===== config.mk =====
export PLATFORM = sky130hd
export DESIGN_NAME = reg_mem_dp
export DESIGN_NICKNAME = d
export VERILOG_FILES = /design/src/rtl/reg_mem_dp.sv
export SDC_FILE = /design/constraint.sdc
export NUM_CORES = 1
export LEC_CHECK = 0
export CAP_MARGIN = 20
export CORE_MARGIN = 1.5
export CORE_UTILIZATION = 35
export CTS_BUF_LIST = sky130_fd_sc_hd__clkbuf_16
export CTS_CLUSTER_DIAMETER = 150
export CTS_CLUSTER_SIZE = 24
export DETAILED_ROUTE_END_ITERATION = 8
export PLACE_DENSITY = 0.62
export SLEW_MARGIN = 40
export SYNTH_ARGS = -nofsm -noshare
export SYNTH_HDL_FRONTEND = slang
export SYNTH_SLANG_ARGS = --single-unit
export TNS_END_PERCENT = 5

===== constraint.sdc =====
create_clock -name clk -period 4.5 [get_ports clk]
set_input_delay 0.9 -clock clk [delete_from_list [all_inputs] [get_ports clk]]
set_output_delay 0.9 -clock clk [all_outputs]
set_load 0.02 [all_outputs]

===== src/rtl/reg_mem_dp.sv =====
// reg_mem_dp: dual-port register memory with byte-lane writes, registered read and clear sweep.
// Optional feature: define REG_MEM_BYPASS_EN to forward same-address write data to the read port.
module reg_mem_dp #(
    parameter int DATA_WIDTH = 8,
    parameter int ADDR_BITS = 5,
    parameter int LANE_W = 8,
    parameter logic [DATA_WIDTH-1:0] INIT_VALUE = '0
) (
    input  logic                           clk,
    input  logic                           rst_n,
    input  logic                           i_clr,
    output logic                           o_busy,
    input  logic                           i_wr_en,
    input  logic [ADDR_BITS-1:0]           i_wr_addr,
    input  logic [DATA_WIDTH-1:0]          i_wr_data,
    input  logic [DATA_WIDTH/LANE_W-1:0]   i_wr_be,
    input  logic                           i_rd_en,
    input  logic [ADDR_BITS-1:0]           i_rd_addr,
    output logic [DATA_WIDTH-1:0]          o_rd_data,
    output logic                           o_rd_valid,
    output logic                           o_rej
);
    localparam int LANES = DATA_WIDTH / LANE_W;
    localparam int DEPTH = 1 << ADDR_BITS;
    typedef enum logic {CLEAR, READY} state_t;
    state_t                r_state, w_state_nxt;
    logic [ADDR_BITS-1:0]  r_cnt, w_cnt_nxt;
    logic [DATA_WIDTH-1:0] r_mem [DEPTH];
    logic [DATA_WIDTH-1:0] w_rd_word;
    logic                  w_acc, w_wr, w_rd;
    assign o_busy = (r_state == CLEAR);
    assign w_acc  = (r_state == READY) && !i_clr;
    assign w_wr   = w_acc && i_wr_en;
    assign w_rd   = w_acc && i_rd_en;
    // sweep state and counter; reset aborts any sweep and restarts it from address 0
    always_ff @(posedge clk or negedge rst_n) begin
        if (!rst_n) begin
            r_state <= CLEAR;
            r_cnt   <= '0;
        end else begin
            r_state <= w_state_nxt;
            r_cnt   <= w_cnt_nxt;
        end
    end
    // next state: sweep until the last address is written, clr (re)starts the sweep
    always_comb begin
        w_state_nxt = r_state;
        w_cnt_nxt   = '0;
        if (r_state == CLEAR) begin
            w_cnt_nxt = i_clr ? '0 : r_cnt + 1'b1;
            if (!i_clr && r_cnt == '1) w_state_nxt = READY;
        end else if (i_clr) begin
            w_state_nxt = CLEAR;
        end
    end
    // storage: sweep writes whole words, normal writes only touch enabled lanes
    always_ff @(posedge clk) begin
        if (r_state == CLEAR) r_mem[r_cnt] <= INIT_VALUE;
        else if (w_wr)
            for (int i = 0; i < LANES; i++)
                if (i_wr_be[i]) r_mem[i_wr_addr][i*LANE_W +: LANE_W] <= i_wr_data[i*LANE_W +: LANE_W];
    end
`ifdef REG_MEM_BYPASS_EN
    // same-address read sees the word as it will be after this cycle's write
    always_comb begin
        w_rd_word = r_mem[i_rd_addr];
        if (w_wr && i_wr_addr == i_rd_addr)
            for (int i = 0; i < LANES; i++)
                if (i_wr_be[i]) w_rd_word[i*LANE_W +: LANE_W] = i_wr_data[i*LANE_W +: LANE_W];
    end
`else
    assign w_rd_word = r_mem[i_rd_addr];
`endif
    // registered read port; rd_data holds between reads, rej flags dropped requests
    always_ff @(posedge clk or negedge rst_n) begin
        if (!rst_n) begin
            o_rd_data  <= '0;
            o_rd_valid <= 1'b0;
            o_rej      <= 1'b0;
        end else begin
            if (w_rd) o_rd_data <= w_rd_word;
            o_rd_valid <= w_rd;
            o_rej      <= (o_busy || i_clr) && (i_wr_en || i_rd_en);
        end
    end
endmodule


==> results of run 1 <==
[state kept, by name (all words and copies together), names as in the netlist]
signal and flops:
o_rd_data 8, o_rd_valid 1, o_rej 1, r_cnt 5
r_mem 256, r_state 1
[path summary, 6_finish.rpt]
path                           from           end  slack, ns  cells past startpoint
min in group clk           r_cnt[0]      r_cnt[0]       0.54                      1
hold / removal                rst_n         o_rej       0.34                      1
hold reg to reg            r_cnt[0]      r_cnt[0]       0.54                      1
setup reg to reg            r_state  r_mem[17][1]       1.67                      4
max in group asynchronous     rst_n      r_cnt[3]       3.83                      1
setup / recovery              i_clr  r_mem[17][1]       1.19                      5
[worst max-delay path: stages]
cell and delay (ns):
clkdlybuf4s50_1 0.54, and4b_1 0.52, mux2i_1 0.51, nand2_1 0.34, nor2_1 0.63
[power groups by stage]
stage	clock [mW]	sequential [mW]	combinational, mW
2_1_floorplan	0	2.84	0.180
3_3_place_gp	0	2.84	0.288
3_5_place_dp	0	2.84	0.290
4_1_cts	1.40	2.78	0.291
5_1_grt	1.48	2.79	0.310
6_report	1.37	2.78	0.292
[final cells by class]
cell class	instances	area, um^2
flip-flops and latches	272	8090
clock buffers	15	375
repair buffers	57	509
well taps	396	495
clock inverters	10	50.0
fillers	2850	18600
multi-input cells	321	2640
inverters	4	15.0
[metrics by stage]
step                cell area, um^2  utilization (%)  hold slack (ns)
finish                        12200             39.6            0.345
global route                  12200             39.6            0.360
CTS                           12200             39.6            0.345
detailed placement            11700             38.2            0.523
global placement              11700             38.2            0.519
floorplan                     11000                -            0.490
[Yosys cell counts, drive strengths merged (3+ instances only)]
| master | count |
|---|---|
| edfxtp | 256 |
| mux2i | 131 |
| nor2 | 41 |
| a22oi | 32 |
| buf | 21 |
| nand2 | 18 |
| a21oi | 16 |
| a221oi | 16 |
| a22o | 16 |
| dfrtp | 16 |
| clkbuf | 14 |
| and2 | 9 |
| o22ai | 8 |
| o41ai | 8 |
| inv | 4 |
| nor2b | 4 |
| nand3 | 3 |
| nor3 | 3 |
[per-layer routing]
| layer | GRT usage, % | routed length (um) | up-vias | part of all wire (%) |
|---|---|---|---|---|
| li1 | - | - | 2578 | - |
| met1 | 20.8 | 11000 | 2819 | 45 |
| met2 | 24.9 | 11600 | 169 | 47 |
| met3 | 2.22 | 1260 | 46 | 5.1 |
| met4 | 4.64 | 602 | 0 | 2.5 |
| met5 | 0 | 0 | - | 0 |
[cells by family (layout without fill, tap and decap cells)]
group / count (synthesis) / after routing
buffers and inverters: 39 / 86
DFF: 272 / 272
AOI/OAI and AO/OA: 100 / 100
muxes: 132 / 132
xor gates and xnor gates: 2 / 2
adders and majority gates: 2 / 2
and+or+nand+nor: 85 / 85
[cells in the final DEF (no fill, tap or decap), types with 3 or more instances in the layout]
master	synthesis	layout
nor3_1	3	3
buf_4	8	23
a22o_1	16	16
a22oi_1	32	32
o22ai_1	8	8
nand2_1	18	17
nand3_1	3	3
and2_1	9	9
clkbuf_16	0	15
a221oi_2	9	9
inv_1	4	13
nor2_1	41	40
a221oi_1	7	7
edfxtp_1	256	256
dfrtp_1	16	16
o41ai_2	8	8
a21oi_1	16	16
clkdlybuf4s50_1	0	32
mux2i_1	130	130
==> metrics, run 1 <==
Post-Route WL=24500 um; FMAX=0.302 GHz; sw power=0.945 mW; Die Height=180 um; WP data required=4.63 ns; Synth Cell Area=0.0110 mm^2; HPWL after detailed placement=15300 um; Post-CTS Resized=0; clk_skew=0.0215 ns; CTS tree=yes; post-CTS setup buffer count=0; Hold Path Class=primary input to async pin; initial cell density of the core=35.7%; first-pass GRT wire length=36300 um; RSZ-0062 raised after global routing=false; Pint=3.50 mW; Cell Rows=64; vias per inst=between 5 and 6; Sink Count=approximately 270; arrival time at the worst endpoint=3.45 ns; status=finished, violations left; Synthesized Nets=658; Routed Antenna Nets=0; CP Class=primary input to register; Setup WS pre-CTS=roughly 0.7 ns; Synth top area share=about 70%; Synth area leaders=edfxtp_1 (70%), mux2i_1 (12%), dfrtp_1 (3.6%); # IOs=35; setup_tns=0 ns; Seq pwr share=62.6%; initial antenna violation count=0; number of synthesis warnings=0; Synth Area in XOR/XNOR=less than 1%; Simple-Gate Fraction of Synth Area=3.49%; Remaining Overflow, GRT=0; static leakage=between 4 and 5 nW; Worst-Skew Late Latency=0.49 ns; synth unique cells=38; worst-path fanout max=8; EDFF count, synth=roughly 260; Final Hold Fails=0; largest family of logic cells by synthesized area=multiplexers; area fraction in compound gates after synthesis=7.97%; CTS clock-pin slew for the worst setup and hold paths=about 0.10 ns; buffers added on ports=34; Avg Cell Area, Syn=17.4 um^2; gpl congestion=0.772; Initial DRT Pass Iterations=9; min Tclk post-route=3.31 ns; Slew Limit Fails=0; Worst IR Drop VDD=roughly 200 uV; drt drc=2; Final nets=697; Seq cells post-synth=272; crit end category=register; pwr/cell area=365 mW/mm^2; core area=~0.03 mm^2; MaxCap Viol Count=0; number of global-route vias before repair=5813; CTS buffer count=15; mux share of post-synthesis cell area=12.1%; sw frac=21.2%; largest net degree at the start of global routing=67; area growth from synthesis to layout=10.9%; Routed WL per cell=22.8 um; non-filler cells in the finished layout=1075; n_diodes=0; layout cells sized above 1=9.57%; ys flop type=edfxtp_1; Setup crit start kind=primary input; Worst Max-Slew Pin Slew=0.839 ns; endpoints failing setup=0; Slew headroom=approximately 44%; Clock power frac=30.9%; area leader, netlist=edfxtp_1; clock buffer depth=3; die area=0.0324 mm^2; DIE WIDTH=180 um; hold_buf cts=0; Design Power=4.45 mW; H-tree lvl count=1; combinational share of power=under 10%; CTS root buffer=clkbuf_16; setup ws final=~1.2 ns; First DRT Iteration DRCs=535; part of the cycle the worst path needs=73.6%; Async SR Flop Fraction=between 5 and 6%; Syn Inst Count=632; Via Count=5612; All-Layer GR Usage=15.1%; register area share after synthesis=73.7%; failing checks=DRC; Synth Area in Adders=less than 1%; dpl cells=1050
(Power assumes the default switching activity.)
==> inputs of run 2 (changes only) <==
==> constraint.sdc (replaced) <==
create_clock -name clk -period 3.38 [get_ports clk]
set_input_delay 0.676 -clock clk [delete_from_list [all_inputs] [get_ports clk]]
set_output_delay 0.676 -clock clk [all_outputs]
set_load 0.02 [all_outputs]
==> metrics, run 2 (same netlist as run 1, synthesis figures left out) <==
status=finished, violations left; failing checks=DRC; Die Height=180 um (unchanged); HPWL after detailed placement=15700 um (+2.3%); crit end category=register; fillers=2844 (-0.21%); Via Count=5746 (+2.4%); Top Registers=r_mem x256, o_rd_data x8, r_cnt x5; pwr/cell area=480 mW/mm^2 (+31%); static leakage=4.90 nW (+4.5%); Remaining Overflow, GRT=0 (unchanged); Worst Max-Slew Pin Slew=0.646 ns (-0.193 ns); post-CTS setup buffer count=0 (unchanged); drt drc=2 (unchanged); setup_tns=0 ns (unchanged); Worst-Skew Late Latency=0.51 ns (+0.02 ns); r2r setup slk=0.94 ns (-0.73 ns); vias per inst=5.17 (-1.0%); CTS tree=yes; RSZ-0062 raised after global routing=false; Post-CTS Resized=0 (unchanged); buffers added on ports=34 (unchanged); MaxCap Viol Count=0 (unchanged); CP Class=primary input to register; gpl congestion=0.762 (-1.4%); Initial DRT Pass Iterations=6 (-3); part of the cycle the worst path needs=73.9%; M3 GR Usage=2.02% (-0.20 points); worst-path fanout max=9 (+1); Final Hold Fails=0 (unchanged); Buf+Inv Stages, Crit Path=3 (+2); Post-Route WL=24600 um (+0.53%); RR Endpoint=r_mem[22][1]; DIE WIDTH=180 um (unchanged); area growth from synthesis to layout=13.8%; Routed WL per cell=22.2 um (-2.8%); grt met1 use=21.5% (+0.74 points); largest net degree at the start of global routing=33 (-51%); WP data required=3.58 ns (-1.05 ns); clock buffer depth=3 (unchanged); most common cell after layout, fill and taps aside=edfxtp_1; slowest cell on the critical path=clkdlybuf4s50_1; arrival time at the worst endpoint=2.70 ns (-0.75 ns); non-filler cells in the finished layout=1112 (+3.4%); n_diodes=0 (unchanged); number of global-route vias before repair=5863 (+0.86%); FMAX=0.401 GHz; Slew headroom=56.8% (+13 points); initial cell density of the core=35.7% (unchanged); hold_buf cts=0 (unchanged); Routed Antenna Nets=0 (unchanged); CTS clock-pin slew for the worst setup and hold paths=0.09 ns (about the same); First DRT Iteration DRCs=469 (-12%); Final nets=733 (+5.2%); Setup crit start kind=primary input; Hold Path Class=primary input to async pin; CTS buffer count=15 (unchanged); first-pass GRT wire length=36900 um (+1.7%); Worst IR Drop VDD=259 uV (+28%); CP Depth=7 (+2); Biggest register=r_mem; # IOs=35 (unchanged); Sink Count=272 (unchanged); die area=0.0324 mm^2 (unchanged); most frequent cells in the layout=edfxtp_1 (256), mux2i_1 (130), buf_4 (56); endpoints failing setup=0 (unchanged); dpl cells=1086 (+3.4%); kind of cell adding the most delay to the critical path=buffers and inverters; grt peak-use layer=met2; most used cell along the critical path=buf_4; Design Power=5.99 mW (+35%); layout cells sized above 1=14.2% (+4.7 points); min Tclk post-route=2.50 ns; r2r worst-path depth=6 (+2); Slew Limit Fails=0 (unchanged); Cell Rows=64 (unchanged); CP max stage delay=0.47 ns (-0.16 ns); crit path cell chain=clkdlybuf4s50_1 > and4b_1 > buf_4 > nand2_1 > o32a_1 > nor2_1 > buf_4; clk_skew=0.0329 ns (+0.0114 ns); All-Layer GR Usage=15.2% (+0.11 points); Largest register FFs=256 (unchanged); r2r startpoint=r_state; CTS root buffer=clkbuf_16; initial antenna violation count=0 (unchanged); core area=0.0307 mm^2 (unchanged); GR Layer Usage met2=24.8% (-0.12 points); H-tree lvl count=1 (unchanged)
==> run 2: cell types whose count changed in the layout (fill, tap and decap cells not counted) <==
| cell | before | now |
|---|---|---|
| inv_6 | 0 | 1 |
| buf_4 | 23 | 56 |
| buf_12 | 0 | 3 |
==> run 2: through the flow <==
step	hold slack, ns	area [um^2]	utilization [%]	worst slack, ns
after global routing	0.139	12500	40.6	0.728
final	0.124	12500	40.6	0.884
after CTS	0.130	12500	40.6	0.908
after floorplan	0.380	11000	-	0.789
after detailed placement	0.468	12100	39.2	0.401
after global placement	0.473	12100	39.2	0.408
==> run 2: layout make-up <==
cell class / count / area (um^2) / share of cell area [%]
repair buffers: 93 / 817 / 6.54
clock inverters: 11 / 58.8 / 0.471
flip-flops and latches: 272 / 8090 / 64.8
clock buffers: 15 / 375 / 3.01
inverters: 4 / 15.0 / 0.120
multi-input cells: 321 / 2640 / 21.1
well taps: 396 / 495 / 3.97
==> run 2: routing by layer <==
layer	wire, um	up-vias
li1	-	2651
met2	11500	159
met4	541	0
met5	0	-
met1	11300	2901
met3	1240	35
==> run 2: worst max-delay path by stage <==
| stage | from | endpoint | slack, ns |
|---|---|---|---|
| 6_report | i_wr_en | r_mem[22][1] | 0.88 |
| 5_1_grt | i_wr_en | r_mem[24][3] | 0.73 |
| 4_1_cts | i_clr | r_mem[24][7] | 0.91 |
| 3_5_place_dp | i_wr_en | r_mem[24][2] | 0.40 |
| 3_3_place_gp | i_clr | r_mem[14][4] | 0.41 |
| 2_1_floorplan | i_clr | r_mem[5][0] | 0.79 |
==> run 2: power breakdown <==
group          switching (mW)  internal [mW]  total, mW  leakage [nW]
Clock                    1.04          0.832       1.87         0.245
Sequential             0.0239           3.68       3.70          3.03
Combinational           0.235          0.180      0.415          1.62
==> inputs of run 3 (changes only) <==
==> constraint.sdc (replaced) <==
create_clock -name clk -period 2.44 [get_ports clk]
set_input_delay 0.488 -clock clk [delete_from_list [all_inputs] [get_ports clk]]
set_output_delay 0.488 -clock clk [all_outputs]
set_load 0.02 [all_outputs]
==> metrics, run 3 (same netlist as run 1, synthesis figures left out) <==
status=finished, violations left; failing checks=DRC; sw power=1.79 mW (+37%); Sink Count=272 (unchanged); setup ws final=0.214 ns (-0.669 ns); Worst IR Drop VDD=353 uV (+36%); Slew headroom=71.9% (+15 points); most frequent cells in the layout=edfxtp_1 (256), mux2i_1 (130), buf_4 (85); Routed WL per cell=20.4 um (-8.1%); Seq pwr share=61.5% (-0.3 points); layout cells sized above 1=18.1% (+3.8 points); largest net degree at the start of global routing=33 (unchanged); All-Layer GR Usage=14.4% (-0.79 points); Biggest register=r_mem; die area=0.0324 mm^2 (unchanged); Post-Route WL=23400 um (-5.1%); RR Endpoint=r_mem[12][6]; buffers added on ports=34 (unchanged); Via Count=5803 (+0.99%); clock buffer depth=3 (unchanged); Remaining Overflow, GRT=0 (unchanged); crit path cell chain=inv_1 > clkdlybuf4s50_1; Pint=6.55 mW (+40%); Design Power=8.34 mW (+39%); arrival time at the worst endpoint=1.74 ns (-0.96 ns); worst-path fanout max=11 (+2); CP max stage delay=0.61 ns (+0.14 ns); pwr/cell area=649 mW/mm^2 (+35%); CTS buffer count=15 (unchanged); Cell Rows=64 (unchanged); initial cell density of the core=35.7% (unchanged); Worst Max-Slew Pin Slew=0.421 ns (-0.225 ns); FMAX=0.449 GHz; Post-CTS Resized=0 (unchanged); Final Hold Fails=0 (unchanged); gpl congestion=0.779 (+2.2%); post-CTS setup buffer count=0 (unchanged); First DRT Iteration DRCs=524 (+12%); Clock power frac=30.8% (-0.5 points); n_diodes=0 (unchanged); clk_skew=0.0220 ns (-0.0109 ns); sw frac=21.5% (-0.26 points); Routed Antenna Nets=0 (unchanged); fillers=2789 (-1.9%); first-pass GRT wire length=35700 um (-3.2%); CTS tree=yes; Initial DRT Pass Iterations=7 (+1); non-filler cells in the finished layout=1148 (+3.2%); dpl cells=1122 (+3.3%); H-tree lvl count=1 (unchanged); MaxCap Viol Count=0 (unchanged); core area=0.0307 mm^2 (unchanged); CP Class=register to primary output; Hold Path Class=primary input to async pin; r2r startpoint=r_state; Setup WS pre-CTS=-0.156 ns (-0.557 ns); crit end category=primary output; drt drc=2 (unchanged); CTS clock-pin slew for the worst setup and hold paths=0.10 ns (about the same); # IOs=35 (unchanged); combinational share of power=7.7% (+0.8 points); CTS root buffer=clkbuf_16; HPWL after detailed placement=15500 um (-0.85%); r2r worst-path depth=7 (+1); vias per inst=5.05 (-2.2%); part of the cycle the worst path needs=91.2%; Top Registers=r_mem x256, o_rd_data x8, r_cnt x5; hold_buf cts=0 (unchanged); number of global-route vias before repair=5849 (-0.24%); initial antenna violation count=0 (unchanged); min Tclk post-route=2.23 ns; area growth from synthesis to layout=17.1%; WP data required=1.95 ns (-1.63 ns); static leakage=5.11 nW (+4.3%); Worst-Skew Late Latency=0.50 ns (about the same); DIE WIDTH=180 um (unchanged); RSZ-0062 raised after global routing=false; Largest register FFs=256 (unchanged); slowest cell on the critical path=clkdlybuf4s50_1; Setup crit start kind=register; r2r setup slk=0.23 ns (-0.71 ns); endpoints failing setup=0 (unchanged); Final nets=769 (+4.9%); most common cell after layout, fill and taps aside=edfxtp_1; Slew Limit Fails=0 (unchanged); Die Height=180 um (unchanged)
-- run 3: cell count changes in the layout (fill, tap and decap cells not counted) --
cell	previous run	this run
buf_2	1	0
buf_12	3	10
buf_4	56	85
clkdlybuf4s50_1	32	33
nand2_2	1	0
nand2_1	17	18
-- run 3: through the flow --
stage / util (%) / hold WS (ns) / setup TNS (ns) / instance area (um^2)
floorplan: - / 0.192 / 0 / 11000
global placement: 40.4 / 0.497 / -14.97 / 12400
detailed placement: 40.4 / 0.488 / -21.96 / 12400
CTS: 41.8 / 0.308 / 0 / 12800
global route: 41.8 / 0.333 / 0 / 12800
finish: 41.8 / 0.320 / 0 / 12800
-- run 3: how the worst max path moves through the flow --
stage / start / slack (ns) / endpoint / depth (start not counted)
floorplan: i_clr / 0.04 / r_mem[5][0] / 7
global placement: i_clr / -0.12 / r_mem[17][5] / 8
detailed placement: i_clr / -0.16 / r_mem[13][3] / 8
CTS: r_state / 0.19 / o_busy / 2
global route: r_state / 0.07 / r_mem[4][3] / 7
finish: r_state / 0.21 / o_busy / 2
-- run 3: metal layers --
metal,part of all wire (%),GRT usage (%)
met5,0,0
met4,1.5,2.89
met3,3.8,1.62
met2,49,24.6
met1,46,20.1
-- run 3: cell type report --
class	instances	area, um^2	share of cell area [%]
well taps	396	495	3.86
clock buffers	15	375	2.92
inverters	4	15.0	0.117
repair buffers	129	1180	9.18
flip-flops and latches	272	8090	63.0
multi-input cells	321	2630	20.5
clock inverters	11	58.8	0.458
-- run 3: critical path, delay by kind of cell (launching register included) --
| family | cells | cell delay, ns |
|---|---|---|
| buffers and inverters | 2 | 0.73 |
| flip-flops | 1 | 0.51 |
-- run 3: power groups by stage --
| stage | Clock (mW) | Sequential [mW] | Combinational [mW] |
|---|---|---|---|
| after floorplan | 0 | 5.24 | 0.332 |
| after global placement | 0 | 5.23 | 0.642 |
| after detailed placement | 0 | 5.23 | 0.647 |
| after CTS | 2.64 | 5.13 | 0.649 |
| after global routing | 2.80 | 5.13 | 0.685 |
| final | 2.57 | 5.13 | 0.644 |
